==> src/rtl/ps2_scancode_receiver_pkg.sv <==
// Shared definitions for the PS/2 receive path: prefix byte values and FSM state encoding.
package ps2_pkg;

   localparam logic [7:0] PS2_PREFIX_EXT   = 8'hE0;
   localparam logic [7:0] PS2_PREFIX_BREAK = 8'hF0;

   typedef enum logic [1:0] {
      ST_IDLE   = 2'd0,
      ST_DATA   = 2'd1,
      ST_PARITY = 2'd2,
      ST_STOP   = 2'd3
   } ps2_state_e;

endpackage

==> src/rtl/ps2_scancode_receiver_if.sv <==
// PS/2 line inputs and key-event outputs of the scancode receiver.
interface ps2_scancode_receiver_if;
   logic       ps2clk;
   logic       ps2data;
   logic       data_ready;
   logic       e0_flag;
   logic       break_flag;
   logic [7:0] out;
   logic       frame_err;

   modport master (
      output ps2clk, ps2data,
      input  data_ready, e0_flag, break_flag, out, frame_err
   );

   modport slave (
      input  ps2clk, ps2data,
      output data_ready, e0_flag, break_flag, out, frame_err
   );
endinterface

==> src/rtl/ps2_scancode_receiver_line_filter.sv <==
// 2-FF synchroniser, glitch filter and falling-edge pulse for the raw PS/2 clock line.
module ps2_line_filter #(
   parameter int FILTER_LEN = 8
) (
   input  logic clk,
   input  logic rst_n,
   input  logic line_in,
   output logic fall
);

   localparam int CW = (FILTER_LEN > 1) ? $clog2(FILTER_LEN) : 1;
   localparam logic [CW-1:0] CNT_LOAD = CW'(FILTER_LEN - 1);

   logic          sync1_q, sync2_q;
   logic          filt_d, filt_q;
   logic [CW-1:0] cnt_d, cnt_q;
   logic          fall_d, fall_q;

   // Filtered level flips once the synchronised input has disagreed for FILTER_LEN samples in a row.
   always_comb begin
      filt_d = filt_q;
      cnt_d  = cnt_q;
      fall_d = 1'b0;
      if (sync2_q == filt_q) begin
         cnt_d = CNT_LOAD;
      end else if (cnt_q == '0) begin
         filt_d = sync2_q;
         cnt_d  = CNT_LOAD;
         fall_d = filt_q & ~sync2_q;
      end else begin
         cnt_d = cnt_q - 1'b1;
      end
   end

   always_ff @(posedge clk or negedge rst_n) begin
      if (!rst_n) begin
         sync1_q <= 1'b1;
         sync2_q <= 1'b1;
         filt_q  <= 1'b1;
         cnt_q   <= CNT_LOAD;
         fall_q  <= 1'b0;
      end else begin
         sync1_q <= line_in;
         sync2_q <= sync1_q;
         filt_q  <= filt_d;
         cnt_q   <= cnt_d;
         fall_q  <= fall_d;
      end
   end

   assign fall = fall_q;

endmodule

==> src/rtl/ps2_scancode_receiver.sv <==
// PS/2 device-to-host frame receiver; folds E0/F0 prefixes into flags on the final scancode.
//  state     | meaning
//  ST_IDLE   | waiting for a start bit (data low on a clock fall)
//  ST_DATA   | shifting in 8 data bits, LSB first
//  ST_PARITY | checking odd parity over data + parity bit
//  ST_STOP   | checking stop bit, then accept or flag an error
module ps2_scancode_receiver
   import ps2_pkg::*;
#(
   parameter int FILTER_LEN     = 8,
   parameter int TIMEOUT_CYCLES = 10000
) (
   input  logic                    clk,
   input  logic                    rst,
   ps2_scancode_receiver_if.slave  bus
);

   localparam int TW = $clog2(TIMEOUT_CYCLES + 1);
   localparam logic [TW-1:0] TO_LAST = TW'(TIMEOUT_CYCLES - 1);

   logic          fall;
   logic          dsync1_q, dsync2_q;

   ps2_state_e    state_d, state_q;
   logic [7:0]    sh_d, sh_q;
   logic [2:0]    bitcnt_d, bitcnt_q;
   logic          ok_d, ok_q;
   logic [TW-1:0] to_cnt_d, to_cnt_q;
   logic          e0_pend_d, e0_pend_q;
   logic          f0_pend_d, f0_pend_q;
   logic [7:0]    out_d, out_q;
   logic          e0_flag_d, e0_flag_q;
   logic          break_flag_d, break_flag_q;
   logic          data_ready_d, data_ready_q;
   logic          frame_err_d, frame_err_q;

   ps2_line_filter #(.FILTER_LEN(FILTER_LEN)) u_clk_filter (
      .clk     (clk),
      .rst_n   (rst),
      .line_in (bus.ps2clk),
      .fall    (fall)
   );

   // Data only needs synchronising: it is sampled well after the filtered clock settles.
   always_ff @(posedge clk or negedge rst) begin
      if (!rst) begin
         dsync1_q <= 1'b1;
         dsync2_q <= 1'b1;
      end else begin
         dsync1_q <= bus.ps2data;
         dsync2_q <= dsync1_q;
      end
   end

   always_comb begin
      state_d      = state_q;
      sh_d         = sh_q;
      bitcnt_d     = bitcnt_q;
      ok_d         = ok_q;
      to_cnt_d     = to_cnt_q;
      e0_pend_d    = e0_pend_q;
      f0_pend_d    = f0_pend_q;
      out_d        = out_q;
      e0_flag_d    = e0_flag_q;
      break_flag_d = break_flag_q;
      data_ready_d = 1'b0;
      frame_err_d  = 1'b0;

      // A fall always wins over a timeout landing in the same cycle.
      if (state_q == ST_IDLE || fall) begin
         to_cnt_d = '0;
      end else if (to_cnt_q == TO_LAST) begin
         state_d     = ST_IDLE;
         frame_err_d = 1'b1;
         e0_pend_d   = 1'b0;
         f0_pend_d   = 1'b0;
         to_cnt_d    = '0;
      end else begin
         to_cnt_d = to_cnt_q + 1'b1;
      end

      if (fall) begin
         unique case (state_q)
            ST_IDLE: begin
               if (!dsync2_q) begin
                  state_d  = ST_DATA;
                  bitcnt_d = '0;
               end
            end
            ST_DATA: begin
               sh_d     = {dsync2_q, sh_q[7:1]};
               bitcnt_d = bitcnt_q + 1'b1;
               if (bitcnt_q == 3'd7) state_d = ST_PARITY;
            end
            ST_PARITY: begin
               ok_d    = (^sh_q) ^ dsync2_q;
               state_d = ST_STOP;
            end
            ST_STOP: begin
               state_d = ST_IDLE;
               if (dsync2_q && ok_q) begin
                  if (sh_q == PS2_PREFIX_EXT) begin
                     e0_pend_d = 1'b1;
                  end else if (sh_q == PS2_PREFIX_BREAK) begin
                     f0_pend_d = 1'b1;
                  end else begin
                     out_d        = sh_q;
                     e0_flag_d    = e0_pend_q;
                     break_flag_d = f0_pend_q;
                     data_ready_d = 1'b1;
                     e0_pend_d    = 1'b0;
                     f0_pend_d    = 1'b0;
                  end
               end else begin
                  frame_err_d = 1'b1;
                  e0_pend_d   = 1'b0;
                  f0_pend_d   = 1'b0;
               end
            end
            default: state_d = ST_IDLE;
         endcase
      end
   end

   always_ff @(posedge clk or negedge rst) begin
      if (!rst) begin
         state_q      <= ST_IDLE;
         sh_q         <= '0;
         bitcnt_q     <= '0;
         ok_q         <= 1'b0;
         to_cnt_q     <= '0;
         e0_pend_q    <= 1'b0;
         f0_pend_q    <= 1'b0;
         out_q        <= '0;
         e0_flag_q    <= 1'b0;
         break_flag_q <= 1'b0;
         data_ready_q <= 1'b0;
         frame_err_q  <= 1'b0;
      end else begin
         state_q      <= state_d;
         sh_q         <= sh_d;
         bitcnt_q     <= bitcnt_d;
         ok_q         <= ok_d;
         to_cnt_q     <= to_cnt_d;
         e0_pend_q    <= e0_pend_d;
         f0_pend_q    <= f0_pend_d;
         out_q        <= out_d;
         e0_flag_q    <= e0_flag_d;
         break_flag_q <= break_flag_d;
         data_ready_q <= data_ready_d;
         frame_err_q  <= frame_err_d;
      end
   end

   assign bus.data_ready = data_ready_q;
   assign bus.frame_err  = frame_err_q;
   assign bus.out        = out_q;
   assign bus.e0_flag    = e0_flag_q;
   assign bus.break_flag = break_flag_q;

endmodule

==> src/flat_wrapper.sv <==
// flat-port wrapper written by rule: the top's interface ports become plain ports
module ps2_scancode_receiver_flat import ps2_pkg::*;
#(
   parameter int FILTER_LEN     = 8,
   parameter int TIMEOUT_CYCLES = 10000
)
  (clk, rst, bus_ps2clk, bus_ps2data, bus_data_ready, bus_e0_flag, bus_break_flag, bus_out, bus_frame_err);
  ps2_scancode_receiver_if bus_i ();
  input  logic clk;
  input  logic rst;
  input wire logic [$bits(bus_i.ps2clk)-1:0] bus_ps2clk;
  input wire logic [$bits(bus_i.ps2data)-1:0] bus_ps2data;
  output wire logic [$bits(bus_i.data_ready)-1:0] bus_data_ready;
  output wire logic [$bits(bus_i.e0_flag)-1:0] bus_e0_flag;
  output wire logic [$bits(bus_i.break_flag)-1:0] bus_break_flag;
  output wire logic [$bits(bus_i.out)-1:0] bus_out;
  output wire logic [$bits(bus_i.frame_err)-1:0] bus_frame_err;
  assign bus_i.ps2clk = bus_ps2clk;
  assign bus_i.ps2data = bus_ps2data;
  assign bus_data_ready = bus_i.data_ready;
  assign bus_e0_flag = bus_i.e0_flag;
  assign bus_break_flag = bus_i.break_flag;
  assign bus_out = bus_i.out;
  assign bus_frame_err = bus_i.frame_err;
  ps2_scancode_receiver #(.FILTER_LEN(FILTER_LEN), .TIMEOUT_CYCLES(TIMEOUT_CYCLES)) u_core (.clk(clk), .rst(rst), .bus(bus_i));
endmodule
==> config.mk <==
export PLATFORM = sky130hd
export DESIGN_NAME = ps2_scancode_receiver_flat
export DESIGN_NICKNAME = d
export VERILOG_FILES = /design/src/rtl/ps2_scancode_receiver_pkg.sv /design/src/rtl/ps2_scancode_receiver_if.sv /design/src/rtl/ps2_scancode_receiver_line_filter.sv /design/src/rtl/ps2_scancode_receiver.sv /design/src/flat_wrapper.sv
export SDC_FILE = /design/constraint.sdc
export NUM_CORES = 1
export LEC_CHECK = 0
export BUFFER_PORTS_ARGS = -buffer_cell sky130_fd_sc_hd__buf_2
export CORE_MARGIN = 4
export CORE_UTILIZATION = 60
export DETAILED_ROUTE_END_ITERATION = 7
export PLACE_DENSITY = 0.77
export SLEW_MARGIN = 20
export SYNTH_ARGS = -nofsm -noshare
export SYNTH_HDL_FRONTEND = slang
export SYNTH_HIERARCHICAL = 1
export SYNTH_SLANG_ARGS = --single-unit
==> constraint.sdc <==
create_clock -name clk -period 3.2 [get_ports clk]
set_clock_uncertainty 0.05 [all_clocks]
set_input_delay 0.48 -clock clk [delete_from_list [all_inputs] [get_ports clk]]
set_output_delay 0.48 -clock clk [all_outputs]
set_load 0.02 [all_outputs]
# ---- Word level (Yosys, flattened, before mapping)
# Index checks and enable logic that the tools add are counted.
dict set report word_totals {
  out_inout_bits 12
  word_cells 86
  register_bits 51
  in_bits 4
}
dict set report classes {
  reduce_logical 11
  mux 38
  eq_ne 9
  addsub 3
  bitwise_logic 6
}
# cell n
set op_table {}
lappend op_table {{two-way mux 14 bit} 2}
lappend op_table {{two-way mux 1 bit} 26}
lappend op_table {{== test 8 bit (second input constant)} 2}
lappend op_table {{adder 14 x 1 -> 14 bit (second input constant)} 1}
lappend op_table {{== test 14 bit (second input constant)} 1}
lappend op_table {{two-way mux 2 bit} 5}
lappend op_table {{two-way mux 3 bit} 3}
lappend op_table {{one-hot mux 2 bit (4 select lines)} 1}
lappend op_table {{parity 8 bit} 1}
lappend op_table {{one-hot mux 3 bit (2 select lines)} 1}
lappend op_table {{AND reduction 2 bit} 3}
lappend op_table {{AND reduction 5 bit} 1}
lappend op_table {{== test 2 bit (second input constant)} 2}
lappend op_table {{inverter 1 bit} 4}
lappend op_table {{adder 3 x 1 -> 3 bit (second input constant)} 1}
lappend op_table {{== test 3 bit (second input constant)} 1}
lappend op_table {{zero test 3 bit} 1}
lappend op_table {{AND reduction 3 bit} 1}
lappend op_table {{subtractor 3 x 1 -> 3 bit (second input constant)} 1}
lappend op_table {{== test 2 x 1 -> 1 bit (second input constant)} 1}
lappend op_table {{zero test 2 bit} 1}
lappend op_table {{!= test 2 bit (second input constant)} 1}
lappend op_table {{nonzero test 2 bit} 1}
lappend op_table {{AND 1 bit} 1}
lappend op_table {{other kinds (4)} 4}

# ---- Logic depth before layout (Yosys ltp)
# Gate-level depths: netlist of run 1.
dict set report depth {
  word_depth 8
  depth_mapped 7
}

# ---- By module
# Netlist of run 1, hierarchy kept.
# mod cells_each instances area_each_um2
set by_module_without_submodules {}
lappend by_module_without_submodules {ps2_scancode_receiver 186 1 1990.7}
lappend by_module_without_submodules {ps2_line_filter 22 1 300.3}

# ---- Worst setup path after synthesis of run 1
# OpenSTA, ideal clock, no wires.
dict set report synth_timing {
  kind {register to register}
  startpoint {reg u_core.sh_q[4]}
  endpoint {reg u_core.out_q[4], in the netlist u_core/bus.out[4]}
  period_less_slack_ns 1.533
  n_path_buf 1
  t_arrival_ns 1.362
  t_required_ns 3.029
  path_slack_ns 1.667
  path_stages_with_launch 8
  path_cell_list {dfrtp_1 > inv_1 > ha_1 > o2111ai_1 > nand4_2 > buf_2 > nand2_1 > o21ai_1}
}
dict set report synth_via {
  elab_chain_cells 3
}
# item line_no
set synth_rtl {}
lappend synth_rtl {{from (decl)} ps2_scancode_receiver.sv:25} ;# logic [7:0] sh_d, sh_q;
lappend synth_rtl {{from (signal assigned)} ps2_scancode_receiver.sv:128} ;# sh_q <= '0;
lappend synth_rtl {{from (signal assigned)} ps2_scancode_receiver.sv:141} ;# sh_q <= sh_d;
lappend synth_rtl {{== test 8 bit, on equally long branches} {ps2_scancode_receiver.sv:102, ps2_scancode_receiver.sv:104}}
lappend synth_rtl {{inverter 1 bit (no source line)} n/a}
lappend synth_rtl {{AND reduction 5 bit (no source line)} n/a}
lappend synth_rtl {{to (signal assigned)} ps2_scancode_receiver.sv:147} ;# out_q <= out_d;
lappend synth_rtl {{to (decl)} ps2_scancode_receiver.sv:31} ;# logic [7:0] out_d, out_q;
# Several ways; a longest one is shown, not always the timed one.
# A chain may end at the register's enable or synchronous reset.

# ---- Final worst setup path of run 1
dict set report layout_timing {
  startpoint {reg u_core.sh_q[4]}
  endpoint {reg u_core.e0_flag_q, in the netlist u_core/bus.e0_flag}
}
dict set report layout_via {
  elab_chain_cells 3
}
# item line_no
set layout_rtl {}
lappend layout_rtl {{== test 8 bit, on equally long branches} {ps2_scancode_receiver.sv:102, ps2_scancode_receiver.sv:104}}
lappend layout_rtl {{inverter 1 bit (no source line)} n/a}
lappend layout_rtl {{AND reduction 5 bit (no source line) (*)} n/a}
lappend layout_rtl {{to (signal assigned)} ps2_scancode_receiver.sv:148} ;# e0_flag_q <= e0_flag_d;
lappend layout_rtl {{to (decl)} ps2_scancode_receiver.sv:32} ;# logic e0_flag_d, e0_flag_q;
# Mark *: on every way between the ends. The rest lies on a longest branch, timed or not.

==> results.cfg, run 1 <==
[run_status]
status = finished, final reports clean

[final_layout]
design_area_sq_mm = 0.00247
num_antenna_cells = 0
seq_area_sq_mm = 0.00129
multiInputGateArea_sq_um = 911
fillerInstances = 285
final_cell_mix = 43 x dfrtp_1, 24 x nand2_1, 18 x nor2_1, 14 x buf_2, 13 x inv_1
layout_commonest_cell = dfrtp_1
drive_gt1_share_pct = 18.8
fin_nets = 238
syn_to_final_growth_pct = 7.92

[critical_path]
cp.required_ns = 3.35
end_kind = register
critPathMaxFanout = 16
worst-endpoint-arrival_ns = 2.06
path_class = register to register
regToRegSetupSlack_ns = 1.29
cp-start-kind = register

[detailed_routing]
dr.pass1.iters = 4
viasPerCell = 5.51
vias = 1498
ant_nets = 0
route.detailed.drc = 0
wl_per_cell_um = 14.0
drtIter0Drc = 107
routed_wl_um = 3820

[sta]
worst_slew_pin_slew_ns = 0.608
min_period_over_period_pct = 59.8
maxSlewHeadroom_pct = 59.5
rsz0062_at_grt = false
finalMaxSlewViolations = 0
setup_violations = 0
whs_ns = 0.131
fin_setup_tns_ns = 0
period_needed_ns = 1.91
hold_viol = 0
fmax_mhz = 523
layout_setup_ws_ns = 1.29

[power]
p_per_area_mw_per_mm2 = 441
max-vdd-ir-drop_mv = 0.358
p_leak_nw = 1.18
finalPower_mw = 1.09

[floorplanning]
rows = 22
ioPinCount = 16
die_w_um = 69.8
die_area_sq_mm = 0.00487
start_util_pct = 62.1
core_area_sq_mm = 0.00369
die_y_um = 69.8

[clock_network]
numCtsBuffers = 5
clock_tree.buffer_depth = 2
cts_root_buf = clkbuf_8
clkLatencyLatePin_ns = 0.31
cts_setup_buffers = 0
cts_resized = 0
hold_buffers = 0
htree_levels = 2
cts_sinks = 51
clkTransAtPathRegs_ns = 0.09
cts_tree = done

[global_route]
grtUsageTotal_pct = 17.5
grt_pass1_vias = 1627
grt_pass1_wl_um = 6840
grt_max_degree = 52
antenna_found_initial = 0
gr-total-overflow = 0

[yosys]
synthAdderAreaFrac_pct = 6.01
synth_top_area_share_pct = 47.0
synth_compound_area_share_pct = 7.81
synth_cells = 208
synthTopCellsByArea = dfrtp_1 47%, dfstp_2 9.2%, ha_1 6.0%
avgSynthCellArea_sq_um = 11.0
synth-seq-cells = 51
syn-num-nets = 223
synth_xor_area_share_pct = 5.73
synth_top_family_by_area = simple AND/OR/NAND/NOR gates
yosysTopAreaCell = dfrtp_1
yosysUniqueCellTypes = 41
synth_seq_area_share_pct = 56.1
yosys_warnings = 6
synthMuxAreaShare_pct = 2.95
syn-cell-area_sq_mm = 0.00229
synthSimpleGateAreaFrac_pct = 17.3

[placed_design]
gp_congestion = 0.834
io_buffer_count = 15
hpwl_um = 2580
place_ws_ns = 1.31
placed_area_sq_mm = 0.00238

[run]
maxCapViolCount = 0

[min_path]
hold_path.class = input pin to async pin
-- power by group --
group          internal [mW]  leakage [nW]  switching (mW)  total [mW]
sequential             0.669         0.685         0.00811       0.678
clock                  0.152        0.0402           0.212       0.364
combinational         0.0195         0.458          0.0298      0.0492
-- registers in the layout (all words and copies together) (netlist names) --
name / cells
u_core/bus.frame_err: 1
u_core/u_clk_filter/filt_q: 1
u_core/u_clk_filter/cnt_q: 3
u_core/bus.out: 8
u_core/bus.data_ready: 1
u_core/bus.break_flag: 1
u_core/e0_pend_q: 1
u_core/u_clk_filter/fall: 1
u_core/bus.e0_flag: 1
u_core/sh_q: 8
u_core/dsync2_q: 1
u_core/dsync1_q: 1
u_core/to_cnt_q: 14
u_core/u_clk_filter/sync1_q: 1
u_core/u_clk_filter/sync2_q: 1
u_core/f0_pend_q: 1
u_core/state_q: 2
u_core/ok_q: 1
u_core/bitcnt_q: 3
-- per-stage QoR --
step,cells,util (%)
final,272,67.0
after global routing,272,67.0
after CTS,272,67.0
after detailed placement,264,64.6
after global placement,264,64.6
after floorplan,208,-
-- metal layers --
layer	share of wire, %	track usage, %	routed length, um
met3	4.6	4.93	177
met4	1.7	7.02	66
met2	52	30.4	1990
met5	0	0	0
met1	41	20.1	1580
-- cells in the mapped netlist --
cell / count
o2111ai_1: 1
nand2_1: 24
nor2b_2: 1
and3_1: 3
inv_1: 13
nand2b_2: 1
or2b_1: 1
xor2_1: 9
a21o_1: 1
clkbuf_1: 1
a21oi_2: 1
mux2_2: 5
clkbuf_2: 1
nand4_1: 7
or3_1: 2
buf_4: 2
and4_4: 1
a41o_1: 1
a31oi_1: 1
dfstp_2: 8
xnor2_1: 6
o21ai_0: 12
and4_1: 2
a22o_1: 2
nand3b_1: 2
a21oi_1: 4
o21ai_1: 5
dfrtp_1: 43
nor3b_2: 1
mux2_1: 1
ha_1: 11
o21bai_1: 1
nor4b_1: 2
nand2b_1: 2
buf_6: 1
nand3_1: 4
a211oi_1: 1
buf_2: 2
nand4_2: 1
and2_1: 3
nor2_1: 18
-- path summary, 6_finish.rpt --
kind,start,end,depth (start not counted)
max in group asynchronous,rst,u_core/to_cnt_q[0]$_DFF_PN0_,1
worst max-delay path,u_core/sh_q[4]$_DFFE_PN0P_,u_core/bus.e0_flag$_DFFE_PN0P_,5
min in group clk,bus_ps2data,u_core/dsync1_q$_DFF_PN1_,1
worst max register to register,u_core/sh_q[4]$_DFFE_PN0P_,u_core/bus.e0_flag$_DFFE_PN0P_,5
worst min register to register,u_core/u_clk_filter/sync1_q$_DFF_PN1_,u_core/u_clk_filter/sync2_q$_DFF_PN1_,0
worst min-delay path,rst,u_core/bus.out[0]$_DFFE_PN0P_,1
-- final cells by class --
| type | instances | area share (%) |
|---|---|---|
| Sequential cell | 51 | 52.0 |
| Multi-Input combinational cell | 137 | 36.8 |
| Timing Repair Buffer | 15 | 3.14 |
| Clock buffer | 5 | 2.78 |
| Tap cell | 48 | 2.43 |
| Inverter | 13 | 1.97 |
| Clock inverter | 3 | 0.810 |
-- worst max-delay path, cell delays in order, from the launching register on --
cell       delay [ns]
dfrtp_1          0.39
inv_1            0.09
ha_1             0.22
o2111ai_1        0.24
nand4_2          0.41
mux2_2           0.41
-- cells by family (layout without fill, tap and decap cells) --
kind of cell,count (synthesis),after routing
mux,6,6
buf+inv,20,36
fa+ha+maj,11,11
compound gates,30,30
xor+xnor,15,15
simple gates,75,75
flops,51,51
(Power assumes the default switching activity.)
==> run 2: changes to the inputs <==
--- a/config.mk
+++ b/config.mk
@@ -7,9 +7,9 @@
 export LEC_CHECK = 0
 export BUFFER_PORTS_ARGS = -buffer_cell sky130_fd_sc_hd__buf_2
 export CORE_MARGIN = 4
-export CORE_UTILIZATION = 60
+export CORE_UTILIZATION = 59
 export DETAILED_ROUTE_END_ITERATION = 7
-export PLACE_DENSITY = 0.77
+export PLACE_DENSITY = 0.76
 export SLEW_MARGIN = 20
 export SYNTH_ARGS = -nofsm -noshare
 export SYNTH_HDL_FRONTEND = slang
==> constraint.sdc (replaced) <==
create_clock -name clk -period 1.9 [get_ports clk]
set_clock_uncertainty 0.05 [all_clocks]
set_input_delay 0.285 -clock clk [delete_from_list [all_inputs] [get_ports clk]]
set_output_delay 0.285 -clock clk [all_outputs]
set_load 0.02 [all_outputs]
==> run 2 against run 1 <==
Against the previous run:
- maximum frequency grew 10%
- setup slack lost 1.1 ns
- critical path depth grew 2
- first-iteration DRC count shrank 50%
- cell count grew 1.1%
- die area grew 1.5%
- utilization grew 0.75 points
- power grew 80%
- clock power grew 100%
- count of clock-buffer cells in the layout is the same
- sequential power grew 68%
- critical path type unchanged
- largest power group unchanged
- register-to-register slack lost 1.1 ns
==> results.cfg, run 2 (synthesis results as in run 1) <==
[run_status]
status = finished, final reports clean

[clock_network]
cts_tree = done
cts_root_buf = clkbuf_8
clkTransAtPathRegs_ns = 0.09
numCtsBuffers = 5
clkLatencyLatePin_ns = 0.30
cts_resized = 0
cts_setup_buffers = 0
cts_sinks = 51
htree_levels = 2
hold_buffers = 0
clock_tree.buffer_depth = 2

[sta]
period_needed_ns = 1.74
hold_viol = 0
worst_slew_pin_slew_ns = 0.608
whs_ns = 0.0153
rsz0062_at_grt = false
fin_setup_tns_ns = 0
min_period_over_period_pct = 91.5
finalMaxSlewViolations = 0
setup_violations = 0
fmax_mhz = 575
layout_setup_ws_ns = 0.162
maxSlewHeadroom_pct = 59.4

[critical_path]
slowest_stage = dfrtp_1
critPathMaxFanout = 11
worst-endpoint-arrival_ns = 1.88
cp-start-kind = register
cp_top_family = flip-flops
end_kind = register
path_class = register to register
crit_chain = inv_1 -> ha_1 -> o2111ai_1 -> nand4_2 -> buf_4 -> nand2_1 -> o21ai_1
path_buf_inv = 2
cp.required_ns = 2.04
cpPeakStageDelay_ns = 0.40

[power]
max-vdd-ir-drop_mv = 0.562
p_leak_nw = 1.21
finalPower_mw = 1.97
p_per_area_mw_per_mm2 = 781

[detailed_routing]
ant_nets = 0
drtIter0Drc = 53
route.detailed.drc = 0
wl_per_cell_um = 14.3
viasPerCell = 5.51
routed_wl_um = 3940
dr.pass1.iters = 4
vias = 1515

[placed_design]
gp_congestion = 0.848
place_ws_ns = 0.201
io_buffer_count = 15
hpwl_um = 2890

[floorplanning]
die_w_um = 70.3
rows = 22
core_area_sq_mm = 0.00372
start_util_pct = 61.6
die_area_sq_mm = 0.00494
die_y_um = 70.3
ioPinCount = 16

[final_layout]
layout_commonest_cell = dfrtp_1
largest_reg_flops = 14
fillerInstances = 291
utilization_pct = 67.8
regMostFlops = u_core/to_cnt_q
syn_to_final_growth_pct = 9.94
num_antenna_cells = 0
drive_gt1_share_pct = 19.4
fin_nets = 241
final_cell_mix = 43 x dfrtp_1, 24 x nand2_1, 18 x nor2_1, 15 x buf_2, 13 x inv_1

[global_route]
grtUsageTotal_pct = 18.4
grt_pass1_vias = 1612
antenna_found_initial = 0
gr-total-overflow = 0
grt_pass1_wl_um = 7160
grt_max_degree = 52

[run]
maxCapViolCount = 0

[min_path]
hold_path.class = input pin to async pin
-- run 2: worst reg2reg max path: stages (launching register included) --
cell and delay [ns]:
dfrtp_1 0.40, inv_1 0.08, ha_1 0.22, o2111ai_1 0.26, nand4_2 0.25, buf_4 0.24
nand2_1 0.06, o21ai_1 0.07
-- run 2: path summary, 6_finish.rpt --
path | start | to | slack (ns) | depth (start not counted)
min | rst | u_core/bus.out[1]$_DFFE_PN0P_ | 0.02 | 2
max reg2reg | u_core/sh_q[4]$_DFFE_PN0P_ | u_core/bus.out[1]$_DFFE_PN0P_ | 0.16 | 7
max | u_core/sh_q[4]$_DFFE_PN0P_ | u_core/bus.out[1]$_DFFE_PN0P_ | 0.16 | 7
min reg2reg | u_core/u_clk_filter/sync1_q$_DFF_PN1_ | u_core/u_clk_filter/sync2_q$_DFF_PN1_ | 0.31 | 0
min in group clk | bus_ps2clk | u_core/u_clk_filter/sync1_q$_DFF_PN1_ | 0.02 | 1
max in group asynchronous | rst | u_core/to_cnt_q[3]$_DFF_PN0_ | 1.37 | 2
-- run 2: through the flow --
stage	cells	cell area (sq um)
floorplan	208	2290
global placement	266	2400
detailed placement	266	2400
CTS	274	2510
global route	275	2520
finish	275	2520
-- run 2: cell type report --
class / instances / area, sq um / share of cell area (%)
Clock buffer: 5 / 68.8 / 2.73
Clock inverter: 3 / 43.8 / 1.74
Tap cell: 48 / 60.1 / 2.38
Inverter: 13 / 48.8 / 1.94
Multi-Input combinational cell: 137 / 911 / 36.2
Timing Repair Buffer: 18 / 100 / 3.97
Sequential cell: 51 / 1290 / 51.1
-- run 2: metal layers --
layer,routed length [um],GRT usage [%]
met4,68,7.02
met1,1550,19.1
met5,0,0
met2,2170,34.2
met3,158,5.32
-- run 2: power by group --
part           total [mW]  internal [mW]  switching [mW]
clock network       0.737          0.392           0.345
registers            1.14           1.13          0.0141
logic              0.0895         0.0363          0.0533
total                1.97           1.56           0.412
